--- src/rtl/image_mem_arbiter_if.sv ---
// Bundles the display, host and line-memory signals of image_mem_arbiter.
// slave is the arbiter's view; master is the requester/memory side.
`timescale 1ns/1ps
interface image_mem_arbiter_if #(
  parameter int unsigned ADDR_W = 4,
  parameter int unsigned DATA_W = 19
);
  logic              DISP_REQ;
  logic [ADDR_W-1:0] DISP_ADDR;
  logic [DATA_W-1:0] DISP_DATA;
  logic              DISP_VALID;
  logic              HOST_REQ;
  logic [ADDR_W-1:0] HOST_ADDR;
  logic [DATA_W-1:0] HOST_DATA;
  logic              HOST_ACK;
  logic              HOST_ERR;
  logic              MEM_EN;
  logic              MEM_WE;
  logic [ADDR_W-1:0] MEM_ADDR;
  logic [DATA_W-1:0] MEM_WDATA;
  logic [DATA_W-1:0] MEM_RDATA;

  modport slave (
    input  DISP_REQ, DISP_ADDR, HOST_REQ, HOST_ADDR, HOST_DATA, MEM_RDATA,
    output DISP_DATA, DISP_VALID, HOST_ACK, HOST_ERR,
           MEM_EN, MEM_WE, MEM_ADDR, MEM_WDATA
  );

  modport master (
    output DISP_REQ, DISP_ADDR, HOST_REQ, HOST_ADDR, HOST_DATA, MEM_RDATA,
    input  DISP_DATA, DISP_VALID, HOST_ACK, HOST_ERR,
           MEM_EN, MEM_WE, MEM_ADDR, MEM_WDATA
  );
endinterface

--- src/rtl/image_mem_arbiter.sv ---
// Line-memory arbiter: display reads have priority, host writes win after STARVE_LIMIT losses.
// Optional macro IMG_VBLANK_WRITE_EN adds a VBLANK input restricting host grants to blanking.
`timescale 1ns/1ps
module image_mem_arbiter #(
  parameter int unsigned ADDR_W       = 4,
  parameter int unsigned DATA_W       = 19,
  parameter int unsigned LINES        = 10,
  parameter int unsigned STARVE_LIMIT = 8
) (
  input  logic CLK,
  input  logic RESET,
  input  logic CE,
`ifdef IMG_VBLANK_WRITE_EN
  input  logic VBLANK,
`endif
  image_mem_arbiter_if.slave bus
);

  localparam int unsigned    CNT_W      = $clog2(STARVE_LIMIT + 1);
  localparam logic [CNT_W-1:0] STARVE_MAX = CNT_W'(STARVE_LIMIT);

  typedef enum logic [2:0] {
    IDLE     = 3'd0,
    RD_ISSUE = 3'd1,
    RD_CAPT  = 3'd2,
    WR_ISSUE = 3'd3,
    WR_ACK   = 3'd4
  } state_e;

  state_e            state_q, state_d;
  logic [CNT_W-1:0]  starve_q, starve_d;
  logic              rd_oor_q, rd_oor_d;
  logic              host_mask_q, host_mask_d;
  logic              mem_en_q, mem_en_d;
  logic              mem_we_q, mem_we_d;
  logic [ADDR_W-1:0] mem_addr_q, mem_addr_d;
  logic [DATA_W-1:0] mem_wdata_q, mem_wdata_d;
  logic [DATA_W-1:0] disp_data_q, disp_data_d;
  logic              disp_valid_q, disp_valid_d;
  logic              host_ack_q, host_ack_d;
  logic              host_err_q, host_err_d;

  logic disp_oor_c, host_oor_c, host_window_c, host_pend_c;
  logic host_win_c, disp_win_c;

  assign disp_oor_c = 32'(bus.DISP_ADDR) >= LINES;
  assign host_oor_c = 32'(bus.HOST_ADDR) >= LINES;

`ifdef IMG_VBLANK_WRITE_EN
  assign host_window_c = VBLANK;
`else
  assign host_window_c = 1'b1;
`endif

  // Host is masked in the IDLE cycle right after its ACK so a held REQ is not served twice.
  assign host_pend_c = bus.HOST_REQ && !host_mask_q && host_window_c;

  // The IDLE cycle carrying DISP_VALID does not arbitrate, for the same reason on the display side.
  always_comb begin
    host_win_c = 1'b0;
    disp_win_c = 1'b0;
    if (state_q == IDLE && CE && !disp_valid_q) begin
      if (host_pend_c && starve_q >= STARVE_MAX) host_win_c = 1'b1;
      else if (bus.DISP_REQ)                     disp_win_c = 1'b1;
      else if (host_pend_c)                      host_win_c = 1'b1;
    end
  end

  always_comb begin
    state_d      = state_q;
    starve_d     = starve_q;
    rd_oor_d     = rd_oor_q;
    host_mask_d  = (state_q == WR_ACK);
    mem_en_d     = 1'b0;
    mem_we_d     = 1'b0;
    mem_addr_d   = mem_addr_q;
    mem_wdata_d  = mem_wdata_q;
    disp_data_d  = disp_data_q;
    disp_valid_d = 1'b0;
    host_ack_d   = 1'b0;
    host_err_d   = 1'b0;

    unique case (state_q)
      IDLE: begin
        if (disp_win_c) begin
          state_d  = RD_ISSUE;
          rd_oor_d = disp_oor_c;
          mem_en_d = !disp_oor_c;
          if (!disp_oor_c) mem_addr_d = bus.DISP_ADDR;
          if (bus.HOST_REQ && starve_q < STARVE_MAX) starve_d = CNT_W'(starve_q + 1'b1);
        end else if (host_win_c) begin
          if (host_oor_c) begin
            state_d    = WR_ACK;
            host_ack_d = 1'b1;
            host_err_d = 1'b1;
            starve_d   = '0;
          end else begin
            state_d     = WR_ISSUE;
            mem_en_d    = 1'b1;
            mem_we_d    = 1'b1;
            mem_addr_d  = bus.HOST_ADDR;
            mem_wdata_d = bus.HOST_DATA;
          end
        end
      end
      RD_ISSUE: state_d = RD_CAPT;
      RD_CAPT: begin
        disp_data_d  = rd_oor_q ? '0 : bus.MEM_RDATA;
        disp_valid_d = 1'b1;
        state_d      = IDLE;
      end
      WR_ISSUE: begin
        host_ack_d = 1'b1;
        starve_d   = '0;
        state_d    = WR_ACK;
      end
      WR_ACK:  state_d = IDLE;
      default: state_d = IDLE;
    endcase
  end

  always_ff @(posedge CLK or posedge RESET) begin
    if (RESET) begin
      state_q      <= IDLE;
      starve_q     <= '0;
      rd_oor_q     <= 1'b0;
      host_mask_q  <= 1'b0;
      mem_en_q     <= 1'b0;
      mem_we_q     <= 1'b0;
      mem_addr_q   <= '0;
      mem_wdata_q  <= '0;
      disp_data_q  <= '0;
      disp_valid_q <= 1'b0;
      host_ack_q   <= 1'b0;
      host_err_q   <= 1'b0;
    end else begin
      state_q      <= state_d;
      starve_q     <= starve_d;
      rd_oor_q     <= rd_oor_d;
      host_mask_q  <= host_mask_d;
      mem_en_q     <= mem_en_d;
      mem_we_q     <= mem_we_d;
      mem_addr_q   <= mem_addr_d;
      mem_wdata_q  <= mem_wdata_d;
      disp_data_q  <= disp_data_d;
      disp_valid_q <= disp_valid_d;
      host_ack_q   <= host_ack_d;
      host_err_q   <= host_err_d;
    end
  end

  assign bus.MEM_EN     = mem_en_q;
  assign bus.MEM_WE     = mem_we_q;
  assign bus.MEM_ADDR   = mem_addr_q;
  assign bus.MEM_WDATA  = mem_wdata_q;
  assign bus.DISP_DATA  = disp_data_q;
  assign bus.DISP_VALID = disp_valid_q;
  assign bus.HOST_ACK   = host_ack_q;
  assign bus.HOST_ERR   = host_err_q;

endmodule

--- src/flat_wrapper.sv ---
// flat-port wrapper written by rule: the top's interface ports become plain ports
module image_mem_arbiter_flat 
#(
  parameter int unsigned ADDR_W       = 4,
  parameter int unsigned DATA_W       = 19,
  parameter int unsigned LINES        = 10,
  parameter int unsigned STARVE_LIMIT = 8
)
  (CLK, RESET, CE, bus_DISP_REQ, bus_DISP_ADDR, bus_HOST_REQ, bus_HOST_ADDR, bus_HOST_DATA, bus_MEM_RDATA, bus_DISP_DATA, bus_DISP_VALID, bus_HOST_ACK, bus_HOST_ERR, bus_MEM_EN, bus_MEM_WE, bus_MEM_ADDR, bus_MEM_WDATA);
  image_mem_arbiter_if #(.ADDR_W(ADDR_W), .DATA_W(DATA_W)) bus_i ();
  input  logic CLK;
  input  logic RESET;
  input  logic CE;
  input wire logic [$bits(bus_i.DISP_REQ)-1:0] bus_DISP_REQ;
  input wire logic [$bits(bus_i.DISP_ADDR)-1:0] bus_DISP_ADDR;
  input wire logic [$bits(bus_i.HOST_REQ)-1:0] bus_HOST_REQ;
  input wire logic [$bits(bus_i.HOST_ADDR)-1:0] bus_HOST_ADDR;
  input wire logic [$bits(bus_i.HOST_DATA)-1:0] bus_HOST_DATA;
  input wire logic [$bits(bus_i.MEM_RDATA)-1:0] bus_MEM_RDATA;
  output wire logic [$bits(bus_i.DISP_DATA)-1:0] bus_DISP_DATA;
  output wire logic [$bits(bus_i.DISP_VALID)-1:0] bus_DISP_VALID;
  output wire logic [$bits(bus_i.HOST_ACK)-1:0] bus_HOST_ACK;
  output wire logic [$bits(bus_i.HOST_ERR)-1:0] bus_HOST_ERR;
  output wire logic [$bits(bus_i.MEM_EN)-1:0] bus_MEM_EN;
  output wire logic [$bits(bus_i.MEM_WE)-1:0] bus_MEM_WE;
  output wire logic [$bits(bus_i.MEM_ADDR)-1:0] bus_MEM_ADDR;
  output wire logic [$bits(bus_i.MEM_WDATA)-1:0] bus_MEM_WDATA;
  assign bus_i.DISP_REQ = bus_DISP_REQ;
  assign bus_i.DISP_ADDR = bus_DISP_ADDR;
  assign bus_i.HOST_REQ = bus_HOST_REQ;
  assign bus_i.HOST_ADDR = bus_HOST_ADDR;
  assign bus_i.HOST_DATA = bus_HOST_DATA;
  assign bus_i.MEM_RDATA = bus_MEM_RDATA;
  assign bus_DISP_DATA = bus_i.DISP_DATA;
  assign bus_DISP_VALID = bus_i.DISP_VALID;
  assign bus_HOST_ACK = bus_i.HOST_ACK;
  assign bus_HOST_ERR = bus_i.HOST_ERR;
  assign bus_MEM_EN = bus_i.MEM_EN;
  assign bus_MEM_WE = bus_i.MEM_WE;
  assign bus_MEM_ADDR = bus_i.MEM_ADDR;
  assign bus_MEM_WDATA = bus_i.MEM_WDATA;
  image_mem_arbiter #(.ADDR_W(ADDR_W), .DATA_W(DATA_W), .LINES(LINES), .STARVE_LIMIT(STARVE_LIMIT)) u_core (.CLK(CLK), .RESET(RESET), .CE(CE), .bus(bus_i));
endmodule
--- config.mk ---
export PLATFORM = sky130hd
export DESIGN_NAME = image_mem_arbiter_flat
export DESIGN_NICKNAME = d
export VERILOG_FILES = /design/src/rtl/image_mem_arbiter_if.sv /design/src/rtl/image_mem_arbiter.sv /design/src/flat_wrapper.sv
export SDC_FILE = /design/constraint.sdc
export NUM_CORES = 1
export LEC_CHECK = 0
export ABC_AREA = 1
export BUFFER_PORTS_ARGS = -buffer_cell sky130_fd_sc_hd__buf_2
export CAP_MARGIN = 10
export CORE_UTILIZATION = 45
export CTS_BUF_LIST = sky130_fd_sc_hd__clkbuf_8
export DETAILED_ROUTE_END_ITERATION = 16
export HOLD_SLACK_MARGIN = 0.08
export PLACE_DENSITY_LB_ADDON = 0.15
export SKIP_CTS_REPAIR_TIMING = 1
export SKIP_LAST_GASP = 1
export SYNTH_ARGS = -nofsm -noshare
export SYNTH_HDL_FRONTEND = slang
export SYNTH_SLANG_ARGS = --single-unit
export TNS_END_PERCENT = 50
--- constraint.sdc ---
create_clock -name CLK -period 2.2 [get_ports CLK]
set_clock_uncertainty 0.15 [all_clocks]
set_input_delay 0.22 -clock CLK [delete_from_list [all_inputs] [get_ports CLK]]
set_output_delay 0.22 -clock CLK [all_outputs]
set_load 0.02 [all_outputs]
==> results.json <==
{
  "fmax_mhz": 572,
  "ios": 98,
  "final_hold_viol_count": 0,
  "ys_warn_count": 0,
  "fin_crit_sh_pct": 79.4,
  "synth_cell_types": 24,
  "cts_tree": "done",
  "top_usage_layer": "met2",
  "status": "complete, no violations",
  "syn_avg_cell_area_um2": 8.57,
  "synthCells": 280,
  "crit_fanout": 20,
  "grt_start_max_net_pins": 40,
  "die_x_um": 75.0,
  "io_buffers": 97,
  "worst_pin_slew_ns": 0.613,
  "diodes": 0,
  "min_period_ns": 1.75,
  "peakVddDrop_uv": 612,
  "cts_buffer_depth": 2,
  "crit_required_ns": 2.30,
  "dp_hpwl_um": 3620,
  "crit_buf_inv": 1,
  "first_pass_iters": 5,
  "maxSlewViolCount": 0,
  "ys_seq_area_share_pct": 58.4,
  "nNetsFinal": 469,
  "routed_via_density": 4.57,
  "stdcell_count": 487,
  "p_leak_nw": 1.91,
  "grt-ovfl-total": 0,
  "maxCapViolCount": 0,
  "grtUsageMet1_pct": 24.3,
  "gr-usage-met3_pct": 3.35,
  "place_area_um2": 2960,
  "crit_path_end_kind": "flip-flop",
  "fillers": 431,
  "routedWlPerCell_um": 12.0,
  "antenna_found_initial": 0,
  "critical_path_class": "reg2reg",
  "cpMostUsedCell": "nand2_1",
  "setup_viol": 0,
  "clock_sinks": 56,
  "die_height_um": 75.0,
  "drive_gt1_share_pct": 29.0,
  "clock_latency_ns": 0.31,
  "fin_tns_setup_ns": 0,
  "critPathTopFamily": "simple AND/OR/NAND/NOR gates",
  "grt_usage_pct": 18.8,
  "met2_usage_pct": 31.1,
  "crit_arrival_ns": 1.84,
  "startpoint_type": "flip-flop",
  "rsz0062_at_grt": "no",
  "drtAntennaViolNets": 0,
  "cts.clk_slew.worst_paths_ns": 0.11,
  "area_delta_synth_final_pct": 43.4,
  "grt_pass1_wl_um": 7920,
  "die-area_um2": 5630,
  "ys_ff_latch": 56,
  "synth_area_um2": 2400,
  "drt_iter0_drc": 96,
  "h-tree-depth": 2,
  "cp_slowest_stage_delay_ns": 0.45,
  "rows": 26,
  "fp.coreArea_um2": 5110,
  "gp_congestion": 0.847,
  "start_util_pct": 47.0,
  "via_count": 2227,
  "grt_pass1_vias": 1827,
  "root_buffer": "clkbuf_8",
  "power_density_nw_per_um2": 1150,
  "holdCritPathClass": "in2reg",
  "path_cells": "nor2_2 -> nand2_2 -> nor2_4 -> nand3_2 -> inv_1 -> nand2_1 -> nand2_1",
  "cp_slowest_cell": "inv_1",
  "syn_nets": 333,
  "final_cell_area_um2": 3440,
  "placed_cells": 440,
  "cts_made_buffers": 5,
  "drc": 0,
  "maxSlewHeadroom_pct": 59.1,
  "routed_wirelength_um": 5840
}
worst min-delay path: stages:
cell and delay [ns]:
buf_2 0.08, nand2_1 0.04, nand2_1 0.05, nand2_1 0.04, nand2_1 0.05
through the flow:
step                setup slack [ns]  utilization, %  power [W]  hold slack [ns]
CTS                            0.426            59.7    0.00391           -0.197
detailed placement             0.435            57.9    0.00334            0.154
floorplan                      0.459               -    0.00277            0.180
global route                   0.198            67.3    0.00426           0.0866
global placement               0.484            57.9    0.00330            0.153
finish                         0.453            67.3    0.00395           0.0422
cell families after synthesis:
logic type      share of synthesized area, %
xor+xnor                               0.365
simple gates                            25.5
compound gates                          6.36
flops                                   58.4
fa+ha+maj                               1.04
buf+inv                                 8.29
layer usage:
metal / up-vias / share of wire (%)
li1: 1137 / -
met1: 1019 / 43
met2: 60 / 51
met3: 11 / 4.6
met4: 0 / 1.6
met5: - / 0
power breakdown:
part           internal, W  switching (W)  leakage, nW
sequential         0.00143       0.000211        0.721
combinational     0.000589        0.00116         1.14
clock             0.000227       0.000345       0.0445
placed cells by master (no fill, tap or decap), types with 2 or more instances in the layout:
master / Yosys / layout
clkbuf_8: 0 / 5
nor3_1: 3 / 2
dfrtp_1: 56 / 56
ha_1: 2 / 2
nor2_1: 5 / 5
nand2_2: 4 / 4
dlygate4sd3_1: 0 / 39
buf_2: 6 / 97
o21ai_0: 24 / 24
nand2_1: 98 / 98
buf_4: 1 / 3
nand3_1: 29 / 29
inv_2: 1 / 2
inv_1: 36 / 35
nor2_2: 2 / 2
synth_stat cells:
| library cell | n | area [um^2] |
|---|---|---|
| a21boi_1 | 1 | 7.51 |
| nor3_1 | 3 | 15.0 |
| inv_1 | 36 | 135 |
| nand2_1 | 98 | 368 |
| inv_2 | 1 | 3.75 |
| dfrtp_1 | 56 | 1400 |
| buf_4 | 1 | 7.51 |
| nor4_1 | 1 | 6.26 |
| a21oi_1 | 1 | 5.00 |
| nand3_1 | 29 | 145 |
| xnor2_1 | 1 | 8.76 |
| ha_1 | 2 | 25.0 |
| clkbuf_1 | 3 | 11.3 |
| nor2_2 | 2 | 12.5 |
| nand3_2 | 1 | 10.0 |
| o21ai_1 | 1 | 5.00 |
| nor2_4 | 1 | 11.3 |
| buf_2 | 6 | 30.0 |
| nor2_1 | 5 | 18.8 |
| o21ai_0 | 24 | 120 |
| a31oi_1 | 1 | 6.26 |
| nand2_2 | 4 | 25.0 |
| o21ai_2 | 1 | 8.76 |
| buf_6 | 1 | 11.3 |
final timing paths:
path / start / end / slack (ns) / depth (start not counted)
worst max-delay path: u_core.state_q[0] / u_core.bus.MEM_WDATA[7] / 0.45 / 7
worst min-delay path: bus_HOST_ADDR[0] / u_core.bus.MEM_ADDR[0] / 0.04 / 5
worst max register to register: u_core.state_q[0] / u_core.bus.MEM_WDATA[7] / 0.45 / 7
worst min register to register: u_core.bus.MEM_WDATA[0] / u_core.bus.MEM_WDATA[0] / 0.33 / 2
max in group asynchronous: RESET / u_core.bus.DISP_DATA[8] / 0.97 / 4
min in group asynchronous: RESET / u_core.bus.MEM_WDATA[4] / 0.37 / 3
area by class of cell:
class                           count  area, um^2  area share, %
Timing Repair Buffer              140         918           26.7
Tap cell                           70        87.6           2.55
Clock buffer                        5        68.8           2.00
Clock inverter                      3        21.3          0.618
Multi-Input combinational cell    176         803           23.4
Sequential cell                    56        1400           40.7
Inverter                           37         139           4.04
registers in the layout, indices dropped and copies added, names as in the netlist:
name	flops
u_core.state_q	3
u_core.starve_q	4
u_core.bus.MEM_ADDR	4
u_core.bus.DISP_VALID	1
u_core.bus.HOST_ERR	1
u_core.bus.MEM_EN	1
u_core.bus.DISP_DATA	19
u_core.bus.MEM_WE	1
u_core.bus.MEM_WDATA	19
u_core.bus.HOST_ACK	1
u_core.host_mask_q	1
u_core.rd_oor_q	1
No activity file was read; power rests on OpenSTA's default activity.
